--- src/rtl/alu_issue_ctrl.sv ---
// Issue controller for an external combinational ALU: 4x8 register file, 3-state issue FSM.
// Optional macro ALU_ISSUE_CTRL_IMM_EN enables the imm5 operand on alu_b when imm_sel=1.
module alu_issue_ctrl (
  input  logic        clk,
  input  logic        rst_n,
  input  logic        in_valid,
  output logic        in_ready,
  input  logic [15:0] instr,
  output logic [3:0]  alu_opcode,
  output logic [7:0]  alu_a,
  output logic [7:0]  alu_b,
  input  logic [7:0]  alu_out,
  input  logic [3:0]  alu_flag,
  output logic        res_valid,
  output logic [7:0]  res_data,
  output logic [3:0]  res_flag,
  output logic        err,
  input  logic [1:0]  dbg_sel,
  output logic [7:0]  dbg_data
);

  localparam int unsigned DW = 8;
  localparam int unsigned OW = 4;
  localparam int unsigned NREG = 4;
  localparam logic [OW-1:0] OP_LAST_ALU = 4'd6;
  localparam logic [OW-1:0] OP_LOADI    = 4'hF;

  typedef enum logic [1:0] {
    IDLE  = 2'd0,
    ISSUE = 2'd1,
    DONE  = 2'd2
  } state_t;

  state_t state, state_n;

  logic [DW-1:0] regs [NREG];
  logic [1:0]    rd_q;
  logic [DW-1:0] imm_q;

  // Next-value signals produced by the combinational FSM process
  logic          accept;
  logic          wr_en;
  logic [DW-1:0] wr_data;
  logic [OW-1:0] alu_opcode_n;
  logic [DW-1:0] alu_a_n;
  logic [DW-1:0] alu_b_n;
  logic [1:0]    rd_n;
  logic [DW-1:0] imm_n;
  logic          res_valid_n;
  logic [DW-1:0] res_data_n;
  logic [OW-1:0] res_flag_n;
  logic          err_n;

  // Instruction field decode
  logic [OW-1:0] f_op;
  logic [1:0]    f_rd;
  logic [1:0]    f_ra;
  logic          f_isel;
  logic [1:0]    f_rb;
  logic [4:0]    f_imm5;

  assign f_op   = instr[15:12];
  assign f_rd   = instr[11:10];
  assign f_ra   = instr[9:8];
  assign f_isel = instr[7];
  assign f_rb   = instr[6:5];
  assign f_imm5 = instr[4:0];

  assign dbg_data = regs[dbg_sel];

  // Next state, operand capture and result formation
  always_comb begin
    state_n      = state;
    accept       = 1'b0;
    wr_en        = 1'b0;
    wr_data      = '0;
    alu_opcode_n = alu_opcode;
    alu_a_n      = alu_a;
    alu_b_n      = alu_b;
    rd_n         = rd_q;
    imm_n        = imm_q;
    res_valid_n  = 1'b0;
    res_data_n   = res_data;
    res_flag_n   = res_flag;
    err_n        = 1'b0;

    unique case (state)
      IDLE: begin
        if (in_valid && in_ready) begin
          accept       = 1'b1;
          state_n      = ISSUE;
          alu_opcode_n = f_op;
          alu_a_n      = regs[f_ra];
`ifdef ALU_ISSUE_CTRL_IMM_EN
          alu_b_n      = f_isel ? DW'({3'b000, f_imm5}) : regs[f_rb];
`else
          alu_b_n      = regs[f_rb];
`endif
          rd_n         = f_rd;
          imm_n        = instr[7:0];
        end
      end
      ISSUE: begin
        state_n     = DONE;
        res_valid_n = 1'b1;
        if (alu_opcode <= OP_LAST_ALU) begin
          wr_en      = 1'b1;
          wr_data    = alu_out;
          res_data_n = alu_out;
          res_flag_n = alu_flag;
        end else if (alu_opcode == OP_LOADI) begin
          wr_en      = 1'b1;
          wr_data    = imm_q;
          res_data_n = imm_q;
          res_flag_n = '0;
        end else begin
          res_data_n = '0;
          res_flag_n = '0;
          err_n      = 1'b1;
        end
      end
      DONE: begin
        state_n = IDLE;
      end
      default: begin
        state_n = IDLE;
      end
    endcase
  end

`ifndef ALU_ISSUE_CTRL_IMM_EN
  // imm_sel/imm5 only steer alu_b when the immediate option is built in
  logic unused_c;
  assign unused_c = ^{f_isel, f_imm5, accept};
`endif

  // State register and all registered outputs
  always_ff @(posedge clk or negedge rst_n) begin
    if (!rst_n) begin
      state      <= IDLE;
      in_ready   <= 1'b1;
      alu_opcode <= '0;
      alu_a      <= '0;
      alu_b      <= '0;
      rd_q       <= '0;
      imm_q      <= '0;
      res_valid  <= 1'b0;
      res_data   <= '0;
      res_flag   <= '0;
      err        <= 1'b0;
      for (int i = 0; i < int'(NREG); i++) regs[i] <= '0;
    end else begin
      state      <= state_n;
      in_ready   <= (state_n == IDLE);
      alu_opcode <= alu_opcode_n;
      alu_a      <= alu_a_n;
      alu_b      <= alu_b_n;
      rd_q       <= rd_n;
      imm_q      <= imm_n;
      res_valid  <= res_valid_n;
      res_data   <= res_data_n;
      res_flag   <= res_flag_n;
      err        <= err_n;
      if (wr_en) regs[rd_q] <= wr_data;
    end
  end

endmodule

--- config.mk ---
export PLATFORM = sky130hd
export DESIGN_NAME = alu_issue_ctrl
export DESIGN_NICKNAME = d
export VERILOG_FILES = /design/src/rtl/alu_issue_ctrl.sv
export SDC_FILE = /design/constraint.sdc
export NUM_CORES = 1
export LEC_CHECK = 0
export ABC_CLOCK_PERIOD_IN_PS = 1900
export BUFFER_PORTS_ARGS = -buffer_cell sky130_fd_sc_hd__buf_4
export CELL_PAD_IN_SITES_DETAIL_PLACEMENT = 1
export CELL_PAD_IN_SITES_GLOBAL_PLACEMENT = 1
export CORE_ASPECT_RATIO = 0.75
export CORE_UTILIZATION = 30
export DETAILED_ROUTE_END_ITERATION = 8
export PLACE_DENSITY_LB_ADDON = 0.1
export SLEW_MARGIN = 20
export SYNTH_ARGS = -nofsm -noshare
export SYNTH_HDL_FRONTEND = slang
export SYNTH_SLANG_ARGS = --single-unit
--- constraint.sdc ---
create_clock -name clk -period 1.9 [get_ports clk]
set_clock_uncertainty 0.05 [all_clocks]
set_input_delay 0.19 -clock clk [delete_from_list [all_inputs] [get_ports clk]]
set_output_delay 0.19 -clock clk [all_outputs]
set_load 0.02 [all_outputs]
**Word-level counts from Yosys, hierarchy flattened**

Cells that the tools add are included.

- Register bits: 79
- Logic and storage cells: 57
- Output and inout port bits: 43
- Input bits: 33

- Equality and inequality tests: 2
- Multiplexer cells: 25
- Order comparisons: 6
- Bitwise operators: 4
- Reductions and logical operators: 5

Operator list:

| cell | number |
|---|---|
| $mux W8 | 10 |
| $bmux W8 S2 | 3 |
| $bwmux W32 | 1 |
| $demux W8 S2 | 1 |
| $ge A3 B3 Y1 const B | 4 |
| $not A2 Y3 | 4 |
| $mux W1 | 7 |
| $eq A4 B4 Y1 const B | 1 |
| $le A4 B3 Y1 const B | 1 |
| $logic_not A2 Y1 | 2 |
| $mux W4 | 1 |
| $pmux W2 S2 | 1 |
| $lt A3 B1 Y1 const B | 1 |
| $eq A2 B1 Y1 const B | 1 |
| $logic_and A1 B1 Y1 | 2 |
| $mux W2 | 1 |
| $reduce_and A2 Y1 | 1 |

**Logic depth before layout (Yosys ltp)**

- Word-level depth: 6
- Depth in mapped cells: 6
- Mapped depth without buffers: 4

**Least setup slack after synthesis**

No wires, ideal clock.

- Path type: register -> register
- Start: register in_ready
- End: register alu_opcode[0]
- Stages on the path, launching flop included: 5
- Path buffers: 1
- Period minus slack after synthesis: 1.739 ns
- Setup slack: 0.161 ns
- Required time: 1.725 ns
- Setup time: 0.125 ns
- Data arrival time: 1.564 ns
- Cell sequence: dfstp_2 nand2_1 nor3_1 buf_2 mux2_2

- Cells in the longest elaborated chain, start to end: 2

RTL lines:

| what | line | source |
|---|---|---|
| start: declaration | 7 | `output logic in_ready,` |
| start signal: assignment | 154 | `in_ready <= (state_n == IDLE);` |
| $logic_and A1 B1 Y1 | 89 | `if (in_valid && in_ready) begin` |
| $reduce_and A2 Y1 (no line) | - |  |
| end signal: assignment | 155 | `alu_opcode <= alu_opcode_n;` |
| end: declaration | 9 | `output logic [3:0] alu_opcode,` |

No other way between the ends.
A chain may end at the register's enable or synchronous reset.

**Final worst setup path**

- Start: register alu_opcode[2]
- End: register regs[3] (netlist name)

- Cells in the longest elaborated chain, start to end: 5
- Elaborated cells on any way between the ends: 9
- Classes of those cells: order compare: 1; eq/ne: 1; mux: 7

RTL lines:

| what | line | source |
|---|---|---|
| parallel branches: the longest is 5 deep, another holds $le A4 B3 Y1 | - |  |
| end signal: indexed assignment | 164 | `if (wr_en) regs[rd_q] <= wr_data;` |
| end: declaration | 36 | `logic [DW-1:0] regs [NREG];` |

Parallel ways; which one is timed is not known.

==> impl_metrics.py <==
metrics = {
    "outcome": {
        "status": "completed",
    },
    "die": {
        "die_w_um": 130,
        "dieHeight_um": 98.2,
        "ios": 76,
        "die_area_mm2": 0.0128,
        "rows": 34,
        "core_area_mm2": 0.0118,
        "start_util": 0.314,
    },
    "power_and_ir_drop": {
        "peakVddDrop_v": 0.000609,
        "p_total_mw": 8.34,
        "p_per_area_mw_per_mm2": 1730,
        "power.leakage_nw": 2.15,
    },
    "sta": {
        "hold_viol_final": 0,
        "slew_headroom": 0.553,
        "period_minus_slack_ns": 1.73,
        "worstMarginPinSlew_ns": 0.663,
        "setup_viol": 0,
        "maxClockFrequency_mhz": 579,
        "timing.hold.ws_ns": 0.0284,
        "final.setup.tns_ns": 0,
        "fin_crit_sh": 0.909,
        "rsz0062_at_grt": "false",
        "slew_violations": 0,
        "layout_setup_ws_ns": 0.173,
    },
    "place": {
        "dp_slack_ns": 0.170,
        "gp_congestion": 0.723,
        "portBuffers": 75,
        "dp_hpwl_mm": 6.38,
    },
    "clocking": {
        "cts_resized": 0,
        "path_clk_slew_ns": 0.06,
        "cts_made_buffers": 9,
        "postCtsHoldBufs": 1,
        "cts_tree": "done",
        "htreeDepth": 3,
        "cts.sinks": 78,
        "clockBufferDepth": 2,
        "root_buffer": "clkbuf_16",
        "cts_setup_buffers": 0,
        "clk_latency_ns": 0.33,
    },
    "final_layout": {
        "area.growth.synth_to_final_pct": 30.4,
        "fin_util": 0.409,
        "n_antenna_cell": 0,
        "final_nets": 359,
        "drive_above_1_share": 0.624,
        "fill_cells": 1233,
    },
    "logic_synthesis": {
        "synth_area_mm2": 0.00370,
        "synth-edff-count": 0,
        "synth-seq-area-share": 0.528,
        "yosys.area.top_type": "dfrtp_1",
        "async_flop_share": 1.00,
        "synth_ff_type": "dfrtp_1",
        "avgSynthCellArea_um2": 15.6,
        "ys_warn_count": 0,
        "synthTopCellsByArea": "dfrtp_1 52%, mux2_2 19%, mux4_2 15%",
        "synth_top_cell_area_share": 0.521,
        "synth_fa_ha_area_frac": 0,
        "synthMuxAreaShare": 0.367,
        "syn-num-nets": 270,
        "ys_types": 23,
        "synth_compound_area_frac": 0.0125,
        "synth-xor-area-share": 0.00744,
        "yosysMostFrequentCell": "dfrtp_1",
        "syn_inst": 237,
        "synthTopCellsByCount": "77 x dfrtp_1, 62 x mux2_2, 24 x mux4_2, 18 x nand2_1, 9 x buf_2",
        "synth_top_family_by_area": "multiplexers",
        "yosys.area_share.simple": 0.0622,
        "ys_ff_latch": 78,
    },
    "setup_path": {
        "rrSetupSlack_ns": 0.17,
        "critPathMaxFanout": 9,
        "rr_worst_depth": 4,
        "worstPathRequired_ns": 2.07,
        "worst_ep_arrival_time_ns": 1.89,
        "critPathKind": "flip-flop to flip-flop",
        "cp-start-kind": "flip-flop",
        "r2r-start": "alu_opcode[2]",
        "end_kind": "flip-flop",
        "r2r-end": "regs[3]",
    },
    "global_route": {
        "overflow": 0,
        "grt_use_total": 0.156,
        "grt_start_max_net_pins": 35,
        "grt_pass1_vias": 2487,
        "antenna_found_initial": 0,
        "grt_pass1_wl_mm": 14.5,
    },
    "route": {
        "viasPerCell": 4.72,
        "wl_per_cell_um": 18.1,
        "firstDrtPassIters": 4,
        "postRouteAntennaNets": 0,
        "vias": 2320,
        "drc": 0,
        "wl_mm": 8.91,
        "drtIter0Drc": 76,
    },
    "min_path": {
        "hold_path_end": "res_flag[2]",
        "hold_depth": 3,
        "hold_start": "alu_flag[2]",
        "hold_class": "input port to flip-flop",
    },
    "flow_run": {
        "maxCapViolations": 0,
    },
}
[registers in the layout, indices dropped and copies added, names as in the netlist]
| name | cells |
|---|---|
| alu_b | 8 |
| err | 1 |
| res_data | 8 |
| alu_opcode | 4 |
| rd_q | 2 |
| res_flag | 4 |
| alu_a | 8 |
| regs | 32 |
| state | 1 |
| imm_q | 8 |
| res_valid | 1 |
| in_ready | 1 |
[power breakdown]
part | total (mW) | switching [mW] | internal (mW)
logic | 3.68 | 1.64 | 2.04
clock network | 1.57 | 0.621 | 0.947
registers | 3.09 | 0.633 | 2.46
[worst max-delay path, stage by stage (launching register included)]
cell	delay [ns]
dfrtp_1	0.43
nand3_4	0.17
xor2_4	0.25
and4_4	0.39
mux2_4	0.32
[per-layer routing]
metal / wire (um) / GRT usage
met5: 0 / 0
met3: 285 / 0.0405
met1: 4300 / 0.224
met2: 4240 / 0.230
met4: 79 / 0.0483
[placed cells by master, fill, tap and decap left out]
master         count
buf_4             90
dfrtp_1           77
mux2_2            62
mux4_2            24
nand2_1           18
clkbuf_16          9
nand3b_1           8
o21ai_0            8
mux2_4             8
nand3_1            4
clkbuf_1           3
nor2_1             2
nand4b_2           2
clkbuf_8           2
buf_12             2
nand2b_1           1
inv_2              1
nor3_2             1
nand3_4            1
xor2_4             1
and4_4             1
a31oi_1            1
nor3_1             1
clkinv_2           1
dlygate4sd3_1      1
dfstp_2            1
[through the flow]
step           instance area [um2]  instances
2_1_floorplan                 3700        237
3_5_place_dp                  4540        476
3_3_place_gp                  4540        476
4_1_cts                       4820        492
5_1_grt                       4820        492
6_report                      4820        492
[cell families after synthesis]
kind of cell / count (synthesis)
AND/OR/NAND/NOR: 39
multiplexers: 94
flip-flops: 78
XOR/XNOR: 1
AO/OA/AOI/OAI: 9
buffers and inverters: 16
[final cells by class]
cell class                 count  area [um2]  area share
sequential                    78        1950       0.405
multi-input combinational    143        1670       0.346
timing repair buffer          93         726       0.150
clock buffer                  14         264      0.0547
tap                          162         203      0.0420
clock inverter                 1        5.00     0.00104
inverter                       1        3.75    0.000778
[how the worst max path moves through the flow]
| stage | startpoint | end | slack (ns) | cells after the start |
|---|---|---|---|---|
| final | alu_opcode[2] | regs[3] | 0.17 | 4 |
| after global routing | alu_opcode[2] | res_data[7] | 0.04 | 4 |
| after CTS | alu_opcode[0] | res_data[7] | 0.16 | 4 |
| after detailed placement | alu_opcode[0] | regs[23] | 0.17 | 4 |
| after global placement | alu_opcode[1] | regs[5] | 0.21 | 4 |
| after floorplan | in_ready | alu_opcode[0] | 0.16 | 4 |
Note: power is estimated with default switching activity, not from simulation.
